--- config.mk ---
export PLATFORM = sky130hd
export DESIGN_NAME = regfile_wb_arbiter
export DESIGN_NICKNAME = d
export VERILOG_FILES = /design/src/rtl/regfile_wb_arbiter_pkg.sv /design/src/rtl/regfile_wb_slot.sv /design/src/rtl/regfile_wb_arbiter.sv
export SDC_FILE = /design/constraint.sdc
export NUM_CORES = 1
export LEC_CHECK = 0
export ABC_AREA = 1
export CORE_ASPECT_RATIO = 1.4
export CORE_MARGIN = 10
export CORE_UTILIZATION = 44
export CTS_CLUSTER_DIAMETER = 120
export CTS_CLUSTER_SIZE = 30
export DETAILED_ROUTE_END_ITERATION = 16
export GPL_TIMING_DRIVEN = 1
export PLACE_DENSITY = 0.76
export SLEW_MARGIN = 20
export SYNTH_ARGS = -nofsm -noshare
export SYNTH_HDL_FRONTEND = slang
export SYNTH_SLANG_ARGS = --single-unit
--- constraint.sdc ---
create_clock -name CLK -period 1.25 [get_ports CLK]
set_input_delay 0.1875 -clock CLK [delete_from_list [all_inputs] [get_ports CLK]]
set_output_delay 0.1875 -clock CLK [all_outputs]
set_load 0.05 [all_outputs]
--- src/rtl/regfile_wb_arbiter_pkg.sv ---
// Shared constants for the register-file write-back arbiter.
// Latency: n/a (constants only).
// Backpressure: n/a.
package regfile_wb_arbiter_pkg;

    localparam int DATA_W = 32;
    localparam int ADDR_W = 4;

    // Program-counter register index; writes aimed here are discarded.
    localparam int REG_PC = 15;

    // Requester identifiers, also the encoding of last_grant.
    localparam logic REQ_ID0 = 1'b0;
    localparam logic REQ_ID1 = 1'b1;

endpackage

--- src/rtl/regfile_wb_slot.sv ---
// One-entry write buffer: holds a single valid addr/data pair for one requester.
// Latency: loaded on the accepting edge, visible the cycle after.
// Backpressure: ready is the inverse of the registered valid bit, so it never depends on inputs.
module regfile_wb_slot
    import regfile_wb_arbiter_pkg::*;
#(
    parameter int DATA_W = regfile_wb_arbiter_pkg::DATA_W,
    parameter int ADDR_W = regfile_wb_arbiter_pkg::ADDR_W
) (
    input  logic              clk,
    input  logic              rst_n,
    input  logic              load,
    input  logic [ADDR_W-1:0] load_addr,
    input  logic [DATA_W-1:0] load_dat,
    input  logic              clear,
    output logic              slot_vld,
    output logic [ADDR_W-1:0] slot_addr,
    output logic [DATA_W-1:0] slot_dat,
    output logic              ready
);

    // Load only happens while empty and clear only while full, so they never collide.
    always_ff @(posedge clk or negedge rst_n) begin
        if (!rst_n) begin
            slot_vld  <= 1'b0;
            slot_addr <= '0;
            slot_dat  <= '0;
        end else if (load) begin
            slot_vld  <= 1'b1;
            slot_addr <= load_addr;
            slot_dat  <= load_dat;
        end else if (clear) begin
            slot_vld  <= 1'b0;
        end
    end

    assign ready = ~slot_vld;

endmodule

--- src/rtl/regfile_wb_arbiter.sv ---
// Arbitrates two write requesters onto a single register-file write port.
// Latency: accept at edge k, WE3 asserted after edge k+1 at the earliest (file written at k+2).
// Backpressure: per-requester one-entry slot; READY drops while the slot is occupied.
module regfile_wb_arbiter
    import regfile_wb_arbiter_pkg::*;
#(
    parameter int DATA_W = regfile_wb_arbiter_pkg::DATA_W,
    parameter int ADDR_W = regfile_wb_arbiter_pkg::ADDR_W
) (
    input  logic              CLK,
    input  logic              RESETn,
    input  logic              REQ0_VALID,
    input  logic [ADDR_W-1:0] REQ0_ADDR,
    input  logic [DATA_W-1:0] REQ0_DATA,
    output logic              REQ0_READY,
    input  logic              REQ1_VALID,
    input  logic [ADDR_W-1:0] REQ1_ADDR,
    input  logic [DATA_W-1:0] REQ1_DATA,
    output logic              REQ1_READY,
    output logic              WE3,
    output logic [ADDR_W-1:0] A3,
    output logic [DATA_W-1:0] WD3,
    output logic [15:0]       PENDING,
    output logic              DROP_R15
);

    localparam logic [ADDR_W-1:0] PC_ADDR = ADDR_W'(REG_PC);

    logic              acc0, acc1;
    logic              is_pc0, is_pc1;
    logic              load0, load1;
    logic              drop_nxt;
    logic              slot0_vld, slot1_vld;
    logic [ADDR_W-1:0] slot0_addr, slot1_addr;
    logic [DATA_W-1:0] slot0_dat, slot1_dat;
    logic              gnt0, gnt1, any_gnt, contention;
    logic              last_grant;
    logic [15:0]       pending_c;

    // Handshake: a transfer to R15 is accepted but never enters the slot.
    assign acc0     = REQ0_VALID & REQ0_READY;
    assign acc1     = REQ1_VALID & REQ1_READY;
    assign is_pc0   = (REQ0_ADDR == PC_ADDR);
    assign is_pc1   = (REQ1_ADDR == PC_ADDR);
    assign load0    = acc0 & ~is_pc0;
    assign load1    = acc1 & ~is_pc1;
    assign drop_nxt = (acc0 & is_pc0) | (acc1 & is_pc1);

    regfile_wb_slot #(.DATA_W(DATA_W), .ADDR_W(ADDR_W)) u_slot0 (
        .clk       (CLK),
        .rst_n     (RESETn),
        .load      (load0),
        .load_addr (REQ0_ADDR),
        .load_dat  (REQ0_DATA),
        .clear     (gnt0),
        .slot_vld  (slot0_vld),
        .slot_addr (slot0_addr),
        .slot_dat  (slot0_dat),
        .ready     (REQ0_READY)
    );

    regfile_wb_slot #(.DATA_W(DATA_W), .ADDR_W(ADDR_W)) u_slot1 (
        .clk       (CLK),
        .rst_n     (RESETn),
        .load      (load1),
        .load_addr (REQ1_ADDR),
        .load_dat  (REQ1_DATA),
        .clear     (gnt1),
        .slot_vld  (slot1_vld),
        .slot_addr (slot1_addr),
        .slot_dat  (slot1_dat),
        .ready     (REQ1_READY)
    );

    // Grant: a lone valid slot always wins; on contention the requester that did not win last time goes.
    always_comb begin
        contention = slot0_vld & slot1_vld;
        gnt1       = slot1_vld & (~slot0_vld | (last_grant == REQ_ID0));
        gnt0       = slot0_vld & ~gnt1;
        any_gnt    = gnt0 | gnt1;
    end

    // Round-robin history only advances on contention, so uncontested writes do not disturb fairness.
    always_ff @(posedge CLK or negedge RESETn) begin
        if (!RESETn) begin
            last_grant <= REQ_ID1;
        end else if (contention) begin
            last_grant <= gnt1 ? REQ_ID1 : REQ_ID0;
        end
    end

    // Write-port register; address and data hold when nothing is granted.
    always_ff @(posedge CLK or negedge RESETn) begin
        if (!RESETn) begin
            WE3      <= 1'b0;
            A3       <= '0;
            WD3      <= '0;
            DROP_R15 <= 1'b0;
        end else begin
            WE3      <= any_gnt;
            DROP_R15 <= drop_nxt;
            if (any_gnt) begin
                A3  <= gnt1 ? slot1_addr : slot0_addr;
                WD3 <= gnt1 ? slot1_dat  : slot0_dat;
            end
        end
    end

    // Outstanding-write mask from registered state only; R15 can never be pending.
    always_comb begin
        pending_c = '0;
        for (int r = 0; r < 15; r++) begin
            pending_c[r] = (slot0_vld && (slot0_addr == ADDR_W'(r))) ||
                           (slot1_vld && (slot1_addr == ADDR_W'(r))) ||
                           (WE3       && (A3         == ADDR_W'(r)));
        end
    end

    assign PENDING = pending_c;

endmodule

# ---- Word-level counts from Yosys, hierarchy flattened
# Index checks and enable logic that the tools add are counted.
# W data, S select, Z words.
dict set report totals {
  ff_bits 113
  inputBits 76
  elab_cells 160
}
dict set report op_classes {
  eq_ne 44
  muxes 7
  bitwise_logic 18
  n_reduce_logical 80
}
# op n
set op_table {}
lappend op_table {{$eq A4 B4 Y1 const B} 23}
lappend op_table {{$eq A4 B3 Y1 const B} 12}
lappend op_table {{$logic_and A1 B1 Y1} 45}
lappend op_table {{$mux W32} 1}
lappend op_table {{$logic_or A1 B1 Y1} 30}
lappend op_table {{$eq A4 B2 Y1 const B} 6}
lappend op_table {{$eq A4 B1 Y1 const B} 3}
lappend op_table {{$logic_not A4 Y1} 3}
lappend op_table {{$and A1 B1 Y1} 9}
lappend op_table {{$not A1 Y1} 6}
lappend op_table {{$mux W1} 5}
lappend op_table {{$mux W4} 1}
lappend op_table {{$reduce_bool A2 Y1} 2}
lappend op_table {{$or A1 B1 Y1} 3}

# ---- Logic depth before layout (Yosys ltp)
dict set report depth {
  depth_word 7
  ltp_mapped 7
}

# ---- Cells and area by module
# From an unflattened synthesis, not the netlist that was laid out.
dict set report unflattened {
  hier_cells 647
  area_unflattened_um2 5203.7
}
# module instances cells_per_inst area_per_inst_um2
set by_module_without_submodules {}
lappend by_module_without_submodules {regfile_wb_slot 2 157 1451.4}
lappend by_module_without_submodules {regfile_wb_arbiter 1 333 2301.0}

# ---- Worst setup path before layout
# Ideal clock, no wire load.
dict set report synth_timing {
  path_type {register -> output}
  startpoint {reg WE3}
  endpoint {out PENDING[10]}
  arrival_ns 1.612
  required_ns 1.062
  setup_slack_ns -0.550
  stages_incl_launch_ff 6
  path_buffers 1
  cell_sequence {dfrtp_1 > clkbuf_1 > nand2_1 > nor2_1 > nand2_1 > nand3_1}
}
dict set report synth_between {
  elab_chain_len 2
}
# element line_no
set synth_rtl {}
lappend synth_rtl {{start, declared} regfile_wb_arbiter.sv:20} ;# output logic WE3,
lappend synth_rtl {{start signal, assigned} regfile_wb_arbiter.sv:100} ;# WE3 <= any_gnt;
lappend synth_rtl {{$logic_and A1 B1 Y1} regfile_wb_arbiter.sv:115} ;# (WE3 && (A3 == ADDR_W'(r)));
lappend synth_rtl {{$logic_or A1 B1 Y1} regfile_wb_arbiter.sv:114} ;# (slot1_vld && (slot1_addr == ADDR_W'(r))) ||
lappend synth_rtl {{end, declared} regfile_wb_arbiter.sv:23} ;# output logic [15:0] PENDING,
# No other way between the ends.

# ---- Final worst setup path
dict set report layout_timing {
  startpoint {reg u_slot0.slot_addr[0]}
  endpoint {out PENDING[1]}
}
dict set report layout_between {
  elab_chain_len 4
}
# element line_no
set layout_rtl {}
lappend layout_rtl {{start, declared} regfile_wb_slot.sv:17} ;# output logic [ADDR_W-1:0] slot_addr,
lappend layout_rtl {{start signal, assigned} regfile_wb_slot.sv:30} ;# slot_addr <= load_addr;
lappend layout_rtl {{$eq A4 B1 Y1} regfile_wb_arbiter.sv:113} ;# pending_c[r] = (slot0_vld && (slot0_addr == ADDR_W'(r))) ||
lappend layout_rtl {{$logic_and A1 B1 Y1} regfile_wb_arbiter.sv:113}
lappend layout_rtl {{$logic_or A1 B1 Y1} regfile_wb_arbiter.sv:113}
lappend layout_rtl {{$logic_or A1 B1 Y1} regfile_wb_arbiter.sv:114}
# No other way between the ends.

==> qor.yml <==
sta:
  period_minus_slack_ns: 1.86
  max_freq_mhz: 536
  setup_viol: 139
  rsz0062_at_grt: "yes"
  finClkSkew_ns: 0.00789
  tightest_slew_ns: 0.540
  hold_viol_final: 0
  max-slew-margin-rel_pct: 63.8
  final.setup.worst_slack_ns: -0.614
  post-route-period-util_pct: 149
  final_max_slew_viol_count: 0
  fin_tns_setup_ns: -44.58
clock_network:
  cts_buffers: 17
  cts_tree: "built"
  path_clk_slew_ns: 0.06
  clock-sinks: 113
  cts_root_buf: "clkbuf_16"
  clk_path_buf_depth: 2
  insertion_delay_ns: 0.44
  htreeDepth: 4
worst_setup_path:
  cp.required_ns: 1.06
  critPathLaunchType: "flop"
  endpoint: "PENDING[1]"
  crit_start: "u_slot0.slot_addr[0]"
  critical_path.max_fanout: 6
  crit_chain: "inv_2 -> nor2_4 -> nand3_2 -> nand3_4 -> buf_12"
  r2r_end: "A3[0]"
  reg2reg_from: "u_slot0.slot_vld"
  slowest_stage: "dfrtp_2"
  crit_arrival_ns: 1.68
  criticalPathCategory: "flop to output port"
  cp.depth: 5
  path_delay_family: "flip-flops"
  end_kind: "output port"
  crit_buf_inv: 2
  reg2regPathDepth: 8
  rrSetupSlack_ns: -0.50
  slowest_delay_ns: 0.52
cells_and_area:
  multi_input_area_um2: 3720
  final_nets: 936
  ff_latch_area_um2: 2850
  syn_to_final_growth_pct: 109
  drive_above_1_share_pct: 55.3
  fill_cells: 275
  final_cell_count_no_fill: 1018
pwr:
  comb_power_share_pct: 61.7
  internal-power_mw: 18.4
  swShare_pct: 48.8
  clkPwrFrac_pct: 14.7
  vdd_ir_drop_max_mv: 2.81
  p_total_mw: 36.0
  power_density_nw_per_um2: 3330
  pwr-share-seq_pct: 23.6
  p_switching_mw: 17.6
  p_leak_nw: 5.01
global_route:
  grt_first_pass_wirelength_mm: 38.5
  antenna_found_initial: 1
  grtUsageTotal_pct: 29.6
  grt.overflow.total: 0
  grt_pass1_vias: 6634
  grt_max_degree: 50
floorplan:
  num_rows: 46
  chipWidth_um: 112
  die_h_um: 148
  start_util_pct: 45.3
  dieArea_um2: 16500
  ios: 132
  coreArea_um2: 11400
placement:
  place_congestion: 0.885
  dp_hpwl_mm: 12.8
  placed_cells: 936
  numPortBuffers: 130
routing:
  dr_wl_met3_mm: 4.49
  drt-met1-wl_mm: 10.4
  drt-pass1-iter-count: 6
  avgViaCountPerCell: 6.90
  ant_nets: 0
  drt_wl_total_mm: 35.5
  wl_met2_mm: 16.7
  highest_layer: "met4"
  wl_per_cell_um: 34.9
  first_iter_violations: 1037
  via_count: 7025
  drc: 0
run_status:
  status: "finished with violations"
  violations: "negative setup slack"
logic_synthesis:
  syn_area_per_cell_um2: 7.95
  synth_nets: 726
  syn_inst: 650
  netlist_area_um2: 5170
  ys_types: 18
  ys_seq_area_share_pct: 54.7
  ys_seq_elements: 113
  yosysWarnings: 0
hold_path:
  hold_class: "input pin to async pin"
flow_run:
  cap_violations: 0
==> Yosys cell counts, drive strengths merged <==
library cell	count	share of area (%)
buf	37	4.0
clkbuf	1	0.073
conb	1	0.073
dfrtp	112	54
dfstp	1	0.51
inv	25	1.8
nand2	260	19
nand3	183	18
nor2	24	2.0
nor3	1	0.097
o21ai	5	0.63
==> per-layer routing <==
metal / GRT usage [%] / vias up
met5: 0 / -
met2: 50.0 / 835
met1: 30.7 / 3310
met4: 24.9 / 0
li1: - / 2537
met3: 6.64 / 343
==> registers in the layout (all words and copies together) (netlist names) <==
signal / cells
u_slot1.slot_dat: 32
A3: 4
u_slot1.slot_addr: 4
WD3: 32
WE3: 1
u_slot1.slot_vld: 1
u_slot0.slot_vld: 1
u_slot0.slot_dat: 32
last_grant: 1
DROP_R15: 1
u_slot0.slot_addr: 4
==> worst min-delay path by stage <==
| stage | to | startpoint | slack [ns] | cells after the start |
|---|---|---|---|---|
| after CTS | u_slot1.slot_dat[20] | RESETn | 0.20 | 2 |
| after detailed placement | u_slot1.slot_dat[20] | RESETn | 0.08 | 1 |
| after global placement | u_slot1.slot_dat[20] | RESETn | 0.08 | 1 |
| after global routing | u_slot1.slot_dat[20] | RESETn | 0.22 | 2 |
| after floorplan | A3[0] | RESETn | -0.11 | 0 |
| final | WD3[15] | RESETn | 0.21 | 2 |
==> logic make-up (layout without fill, tap and decap cells) <==
group                  Yosys count  in the layout  share of synthesized area [%]
AND/OR/NAND/NOR                468            468                           38.7
flip-flops                     113            113                           54.7
buffers and inverters           63            286                           5.86
AO/OA/AOI/OAI                    5              5                          0.630
other                            1              2                         0.0726
==> stage by stage <==
stage	utilization, %	setup WS, ns	hold slack (ns)	area [µm²]
floorplan	-	-0.0947	-0.108	5390
global placement	68.1	-0.189	0.0837	7750
detailed placement	68.1	-0.227	0.0834	7750
CTS	86.4	-0.446	0.198	9840
global route	94.7	-0.638	0.220	10800
finish	94.7	-0.614	0.213	10800
==> layout make-up <==
class | count | area share (%)
Clock inverter | 13 | 1.48
Sequential cell | 113 | 26.4
Tap cell | 144 | 1.67
Clock buffer | 19 | 4.20
Timing Repair Buffer | 229 | 30.7
Antenna cell | 1 | 0.0232
Inverter | 25 | 1.03
Multi-Input combinational cell | 474 | 34.5
==> power groups by stage <==
stage	combinational, mW	clock, mW	sequential, mW
after global placement	13.3	0	7.00
after global routing	22.6	5.36	8.49
after floorplan	5.43	0	8.46
after detailed placement	13.6	0	7.06
final	22.2	5.28	8.50
after CTS	17.7	5.00	7.48
==> cells in the final DEF (no fill, tap or decap), drive strengths merged <==
master	count
nand2	260
nand3	183
buf	145
dfrtp	112
clkdlybuf4s50	74
clkbuf	28
inv	25
nor2	24
clkinvlp	5
o21ai	5
clkinv	5
bufinv	3
diode	1
nor3	1
conb	1
dlygate4sd3	1
dfstp	1
==> worst register-to-register path: cells and delay by family, from the launching register on <==
kind                   cells  cell delay, ns
DFF                        1            0.47
and+or+nand+nor            3            0.37
buffers and inverters      5            0.75
==> repair_timing <==
item | in CTS | in global routing
gates resized for setup | 225 | 206
setup endpoints to repair | 113 | 135
hold endpoints to repair | 91 | 0
gates cloned | 14 | 7
hold buffers | 1 | 0
pin swaps | 48 | 76
buffers inserted | 25 | 18
No activity file was read; power rests on OpenSTA's default activity.
